File: src/rtl/instr_fetch_queue_if.sv
// Fetch-queue port bundle: control from the core, instruction-memory request/return,
// and the decode-side head port.
// Decode handshake: an entry transfers on a rising edge where deq_valid=1 and deq_ready=1.
// deq_valid never depends on deq_ready, and the head stays stable until it transfers or is flushed.
interface instr_fetch_queue_if #(
  parameter int PC_W    = 6,
  parameter int INSTR_W = 32,
  parameter int DEPTH   = 4
);
  localparam int CW = $clog2(DEPTH) + 1;

  logic               enable;
  logic               redirect;
  logic [PC_W-1:0]    redirect_pc;
  logic               imem_req;
  logic [PC_W-1:0]    imem_addr;
  logic [INSTR_W-1:0] imem_rdata;
  logic               deq_valid;
  logic               deq_ready;
  logic [INSTR_W-1:0] deq_instr;
  logic [PC_W-1:0]    deq_pc;
  logic [CW-1:0]      count;
  logic [PC_W-1:0]    pc_out;

  // The core/environment side drives control, memory data and decode ready.
  modport master (
    output enable, redirect, redirect_pc, imem_rdata, deq_ready,
    input  imem_req, imem_addr, deq_valid, deq_instr, deq_pc, count, pc_out
  );

  // The fetch queue itself.
  modport slave (
    input  enable, redirect, redirect_pc, imem_rdata, deq_ready,
    output imem_req, imem_addr, deq_valid, deq_instr, deq_pc, count, pc_out
  );
endinterface

File: src/rtl/instr_fetch_queue.sv
// Instruction fetch front end: owns the fetch PC, issues one-cycle-latency memory reads,
// and buffers returned {instr, pc} pairs in a DEPTH-entry queue toward decode.
module instr_fetch_queue #(
  parameter int PC_W     = 6,
  parameter int INSTR_W  = 32,
  parameter int DEPTH    = 4,
  parameter int PC_STEP  = 1,
  parameter int RESET_PC = 0
) (
  input  logic                  clk,
  input  logic                  rst,
  instr_fetch_queue_if.slave    bus
);
  localparam int AW = $clog2(DEPTH);
  localparam int CW = AW + 1;

  logic [PC_W-1:0]    fpc;
  logic               infl;
  logic [PC_W-1:0]    infl_pc;
  logic [AW-1:0]      wr_ptr;
  logic [AW-1:0]      rd_ptr;
  logic [CW-1:0]      count_q;
  logic [INSTR_W-1:0] instr_mem [DEPTH];
  logic [PC_W-1:0]    pc_mem    [DEPTH];

  logic               has_entry;
  logic               req;
  logic               enq;
  logic               deq;
  logic [CW:0]        credits;

  // A slot is reserved for the in-flight read, so a return can never find the queue full.
  assign credits   = {1'b0, count_q} + {{CW{1'b0}}, infl};
  assign has_entry = (count_q != '0);
  assign req       = rst & bus.enable & ~bus.redirect & (credits < (CW+1)'(DEPTH));
  assign enq       = infl & ~bus.redirect;
  assign deq       = has_entry & bus.deq_ready & ~bus.redirect;

  always_ff @(posedge clk or negedge rst) begin
    if (!rst) begin
      fpc     <= PC_W'(RESET_PC);
      infl    <= 1'b0;
      infl_pc <= '0;
      wr_ptr  <= '0;
      rd_ptr  <= '0;
      count_q <= '0;
    end else if (bus.redirect) begin
      fpc     <= bus.redirect_pc;
      infl    <= 1'b0;
      wr_ptr  <= '0;
      rd_ptr  <= '0;
      count_q <= '0;
    end else begin
      infl <= req;
      if (req) begin
        infl_pc <= fpc;
        fpc     <= fpc + PC_W'(PC_STEP);
      end
      if (enq) wr_ptr <= wr_ptr + 1'b1;
      if (deq) rd_ptr <= rd_ptr + 1'b1;
      case ({enq, deq})
        2'b10:   count_q <= count_q + 1'b1;
        2'b01:   count_q <= count_q - 1'b1;
        default: count_q <= count_q;
      endcase
    end
  end

  // Storage is not reset; the head outputs are masked while the queue is empty.
  always_ff @(posedge clk) begin
    if (enq) begin
      instr_mem[wr_ptr] <= bus.imem_rdata;
      pc_mem[wr_ptr]    <= infl_pc;
    end
  end

  assign bus.imem_req  = req;
  assign bus.imem_addr = fpc;
  assign bus.pc_out    = fpc;
  assign bus.count     = count_q;
  assign bus.deq_valid = has_entry;
  assign bus.deq_instr = has_entry ? instr_mem[rd_ptr] : '0;
  assign bus.deq_pc    = has_entry ? pc_mem[rd_ptr]    : '0;
endmodule
File: src/flat_wrapper.sv
// flat-port wrapper written by rule: the top's interface ports become plain ports
module instr_fetch_queue_flat 
#(
  parameter int PC_W     = 6,
  parameter int INSTR_W  = 32,
  parameter int DEPTH    = 4,
  parameter int PC_STEP  = 1,
  parameter int RESET_PC = 0
)
  (clk, rst, bus_enable, bus_redirect, bus_redirect_pc, bus_imem_rdata, bus_deq_ready, bus_imem_req, bus_imem_addr, bus_deq_valid, bus_deq_instr, bus_deq_pc, bus_count, bus_pc_out);
  instr_fetch_queue_if #(.PC_W(PC_W), .INSTR_W(INSTR_W), .DEPTH(DEPTH)) bus_i ();
  input  logic clk;
  input  logic rst;
  input wire logic [$bits(bus_i.enable)-1:0] bus_enable;
  input wire logic [$bits(bus_i.redirect)-1:0] bus_redirect;
  input wire logic [$bits(bus_i.redirect_pc)-1:0] bus_redirect_pc;
  input wire logic [$bits(bus_i.imem_rdata)-1:0] bus_imem_rdata;
  input wire logic [$bits(bus_i.deq_ready)-1:0] bus_deq_ready;
  output wire logic [$bits(bus_i.imem_req)-1:0] bus_imem_req;
  output wire logic [$bits(bus_i.imem_addr)-1:0] bus_imem_addr;
  output wire logic [$bits(bus_i.deq_valid)-1:0] bus_deq_valid;
  output wire logic [$bits(bus_i.deq_instr)-1:0] bus_deq_instr;
  output wire logic [$bits(bus_i.deq_pc)-1:0] bus_deq_pc;
  output wire logic [$bits(bus_i.count)-1:0] bus_count;
  output wire logic [$bits(bus_i.pc_out)-1:0] bus_pc_out;
  assign bus_i.enable = bus_enable;
  assign bus_i.redirect = bus_redirect;
  assign bus_i.redirect_pc = bus_redirect_pc;
  assign bus_i.imem_rdata = bus_imem_rdata;
  assign bus_i.deq_ready = bus_deq_ready;
  assign bus_imem_req = bus_i.imem_req;
  assign bus_imem_addr = bus_i.imem_addr;
  assign bus_deq_valid = bus_i.deq_valid;
  assign bus_deq_instr = bus_i.deq_instr;
  assign bus_deq_pc = bus_i.deq_pc;
  assign bus_count = bus_i.count;
  assign bus_pc_out = bus_i.pc_out;
  instr_fetch_queue #(.PC_W(PC_W), .INSTR_W(INSTR_W), .DEPTH(DEPTH), .PC_STEP(PC_STEP), .RESET_PC(RESET_PC)) u_core (.clk(clk), .rst(rst), .bus(bus_i));
endmodule
File: config.mk
export PLATFORM = sky130hd
export DESIGN_NAME = instr_fetch_queue_flat
export DESIGN_NICKNAME = d
export VERILOG_FILES = /design/src/rtl/instr_fetch_queue_if.sv /design/src/rtl/instr_fetch_queue.sv /design/src/flat_wrapper.sv
export SDC_FILE = /design/constraint.sdc
export NUM_CORES = 1
export LEC_CHECK = 0
export ABC_AREA = 1
export ABC_CLOCK_PERIOD_IN_PS = 7290
export BUFFER_PORTS_ARGS = -buffer_cell sky130_fd_sc_hd__buf_2
export CAP_MARGIN = 0
export CORE_MARGIN = 1.5
export CORE_UTILIZATION = 25
export CTS_CLUSTER_SIZE = 28
export DETAILED_ROUTE_END_ITERATION = 10
export SETUP_SLACK_MARGIN = 0.4
export SLEW_MARGIN = 0
export SYNTH_ARGS = -nofsm -noshare
export SYNTH_HDL_FRONTEND = slang
export SYNTH_SLANG_ARGS = --single-unit
File: constraint.sdc
create_clock -name clk -period 7.29 [get_ports clk]
set_clock_uncertainty 0.1 [all_clocks]
set_input_delay 0.729 -clock clk [delete_from_list [all_inputs] [get_ports clk]]
set_output_delay 0.729 -clock clk [all_outputs]
set_load 0.01 [all_outputs]
==> summary.md <==
| Metric | Value |
|---|---|
| Cell Area, Synth | 0.00702 mm2 |
| Post-DP HPWL | 8920 um |
| Commonest non-fill, non-tap cell in the layout | nor2_1 |
| Post-synth EDFFs | 152 |
| Fmax | 0.274 GHz |
| Final slew viol count | 0 |
| Die Area | 0.0291 mm2 |
| Layout cell share with drive strength beyond 1 | 21.1% |
| P_leak | 3.13 nW |
| Sequential area share after synthesis | 72.1% |
| Setup Fix Bufs, Post-CTS | 0 |
| Overall Global Routing Usage | 11.1% |
| IO Port Bufs | 97 |
| Inst Count DP | 1033 |
| Min-Delay Path Class | in2async |
| Setup TNS | 0 ns |
| Largest net degree at the start of global routing | 78 |
| Avg Vias per Cell | 4.19 |
| Final setup viols | 0 |
| Worst-path maximum fanout | 77 |
| CTS Sinks | 172 |
| Proportion of power drawn by the clock network | 41.7% |
| Post-route setup slack | 3.64 ns |
| Minimum clock period after layout | 3.65 ns |
| First drt pass iteration count | 6 |
| Initial antenna violation count | 1 |
| # fillers | 2783 |
| CP Launch Type | register |
| CTS root buf | clkbuf_16 |
| Reg2Reg Setup Slack | 5.12 ns |
| Cell internal pwr | 1.64 mW |
| Dominant synthesized flop cell | edfxtp_1 |
| Fin nets | 723 |
| CTS Buf Count | 17 |
| Commonest cells after routing, fill and taps aside | nor2_1 (158), edfxtp_1 (152), buf_2 (97), o21ai_0 (59), a21oi_1 (41) |
| I/O pin cnt | 98 |
| DRC | 0 |
| Core ar. | 0.0277 mm2 |
| Seq pwr share | 53.2% |
| Yosys reg bits | 172 |
| Final Cycle Share | 50.0% |
| Power consumption | 2.10 mW |
| Final Non-Filler Cells | 1065 |
| Synth Area per Inst | 11.9 um2 |
| Sw Ratio | 22.0% |
| Vias in the first global route | 4455 |
| Syn nets | 639 |
| VDD IR-drop max | 0.000131 V |
| Wire per inst | 14.3 um |
| Distinct cells, synth | 26 |
| Final GP Congestion | 0.751 |
| Layout Area Growth over Synthesis | 19.3% |
| Worst slew margin | 42.0% |
| CTS clk-pin slew, worst paths | 0.07 ns |
| Mapped Cells | 590 |
| Critical path type | reg2out |
| # rows | 61 |
| WP data required | 6.46 ns |
| Die height | 171 um |
| Via count | 4462 |
| DRT antenna net count | 0 |
| Total grt overflow | 0 |
| CTS Hold Bufs | 0 |
| Pwr dens | 251 mW/mm2 |
| CTS Buffer Depth | 2 |
| Synth Warn # | 0 |
| Htree depth | 4 |
| Hold Vio Cnt, Final | 0 |
| Initial core utilization | 25.4% |
| Critical-path cell list | buf_4, inv_4, o21ai_0, a21oi_1, buf_2 |
| Slowest-stage cell, CP | dfrtp_2 |
| Outcome | completed |
| Arr. time, crit path | 2.82 ns |
| Worst skew pair latency | 0.41 ns |
| Max incr delay on CP | 0.73 ns |
| DP Worst Slack | 4.04 ns |
| Comb power frac | 5.2% |
| Net Sw Power | 0.462 mW |
| Post-CTS Resized | 0 |
| Worst slew pin tran | 0.870 ns |
| Starting DRT DRC Count | 291 |
| RSZ-0062 raised after global routing | no |
| Max-Cap Viols | 0 |
| Crit end category | output pin |
| Worst hold slack | 0.174 ns |
| Synth async-reset ratio | 11.6% |
| CTS tree | yes |
| First-pass GRT wire length | 24300 um |
| Drt total wl | 15200 um |
| Die Width | 171 um |
==> power by group through the flow <==
stage	Combinational [mW]	Sequential [mW]	Clock, mW
global placement	0.109	1.14	0
CTS	0.111	1.12	0.905
floorplan	0.0676	1.13	0
global route	0.124	1.12	0.944
detailed placement	0.110	1.14	0
finish	0.108	1.12	0.875
==> registers in the layout, indices dropped and copies added (netlist names) <==
signal / cells
u_core.bus.count: 3
u_core.bus.imem_addr: 6
u_core.infl: 1
u_core.infl_pc: 6
u_core.instr_mem: 128
u_core.pc_mem: 24
u_core.rd_ptr: 2
u_core.wr_ptr: 2
==> area by class of cell <==
type	instances	area, um2	area share [%]
antenna	1	2.50	0.0299
timing repair buffer	102	523	6.24
inverter	26	100	1.19
multi-input combinational	355	1640	19.6
clock buffer	17	425	5.08
tap	378	473	5.65
sequential	172	5070	60.5
clock inverter	14	145	1.73
==> cell families (layout without fill, tap and decap cells) <==
family          count (synthesis)  count (layout)  synth area share (%)
simple gates                  213             213                  11.7
flops                         172             172                  72.1
compound gates                133             133                  9.64
buf+inv                        63             159                  4.97
fa+ha+maj                       6               6                  1.18
xor+xnor                        3               3                 0.374
other cells                     0               1                     0
==> synth_stat cells, types with 2 or more instances <==
master      n  area share [%]
nor2_2      2            0.18
buf_4       9            0.96
nand2_1    38             2.0
xnor2_1     2            0.25
inv_1      23             1.2
nor2_1    162             8.7
buf_2       9            0.64
o21ai_0    59             4.2
nand3_1     9            0.64
ha_1        5            0.89
buf_6       7             1.1
clkbuf_1   10            0.53
o211ai_1    3            0.32
a21oi_1    41             2.9
o21ai_1    29             2.1
inv_2       2            0.11
dfrtp_1    20             7.1
edfxtp_1  152              65
==> per-layer routing <==
layer  up-vias  global-route usage [%]  part of all wire, %  wire (um)
met5         -                       0                    0          0
met4         0                    4.27                  1.6        242
met1      2146                    14.0                   47       7110
li1       2202                       -                    -          -
met3        14                    3.40                  5.8        878
met2       100                    17.7                   46       7000
==> per-stage QoR <==
| stage | utilization [%] | area, um2 |
|---|---|---|
| 3_3_place_gp | 28.2 | 7800 |
| 4_1_cts | 30.2 | 8370 |
| 6_report | 30.2 | 8380 |
| 2_1_floorplan | - | 7020 |
| 5_1_grt | 30.2 | 8370 |
| 3_5_place_dp | 28.2 | 7800 |
==> path summary, 6_finish.rpt <==
check,start,to,cells past startpoint
hold / removal,rst,u_core.wr_ptr[0]$_DFFE_PN0P_,1
setup reg to reg,u_core.rd_ptr[1]$_DFFE_PN0P_,u_core.rd_ptr[1]$_DFFE_PN0P_,3
hold reg to reg,u_core.infl_pc[5]$_DFFE_PN0P_,u_core.pc_mem[1][5]$_DFFE_PP_,0
max in group asynchronous,rst,u_core.rd_ptr[0]$_DFFE_PN0P_,1
min in group clk,bus_imem_rdata[21],u_core.instr_mem[3][21]$_DFFE_PP_,1
setup / recovery,u_core.rd_ptr[0]$_DFFE_PN0P_,bus_deq_instr[30],5
==> critical path: cells and delay by family (launching register included) <==
| family | cells | cell delay, ns |
|---|---|---|
| buffers and inverters | 3 | 1.18 |
| AO/OA/AOI/OAI | 2 | 0.45 |
| flip-flops | 1 | 0.73 |
Power figures use the tool's default switching activity.
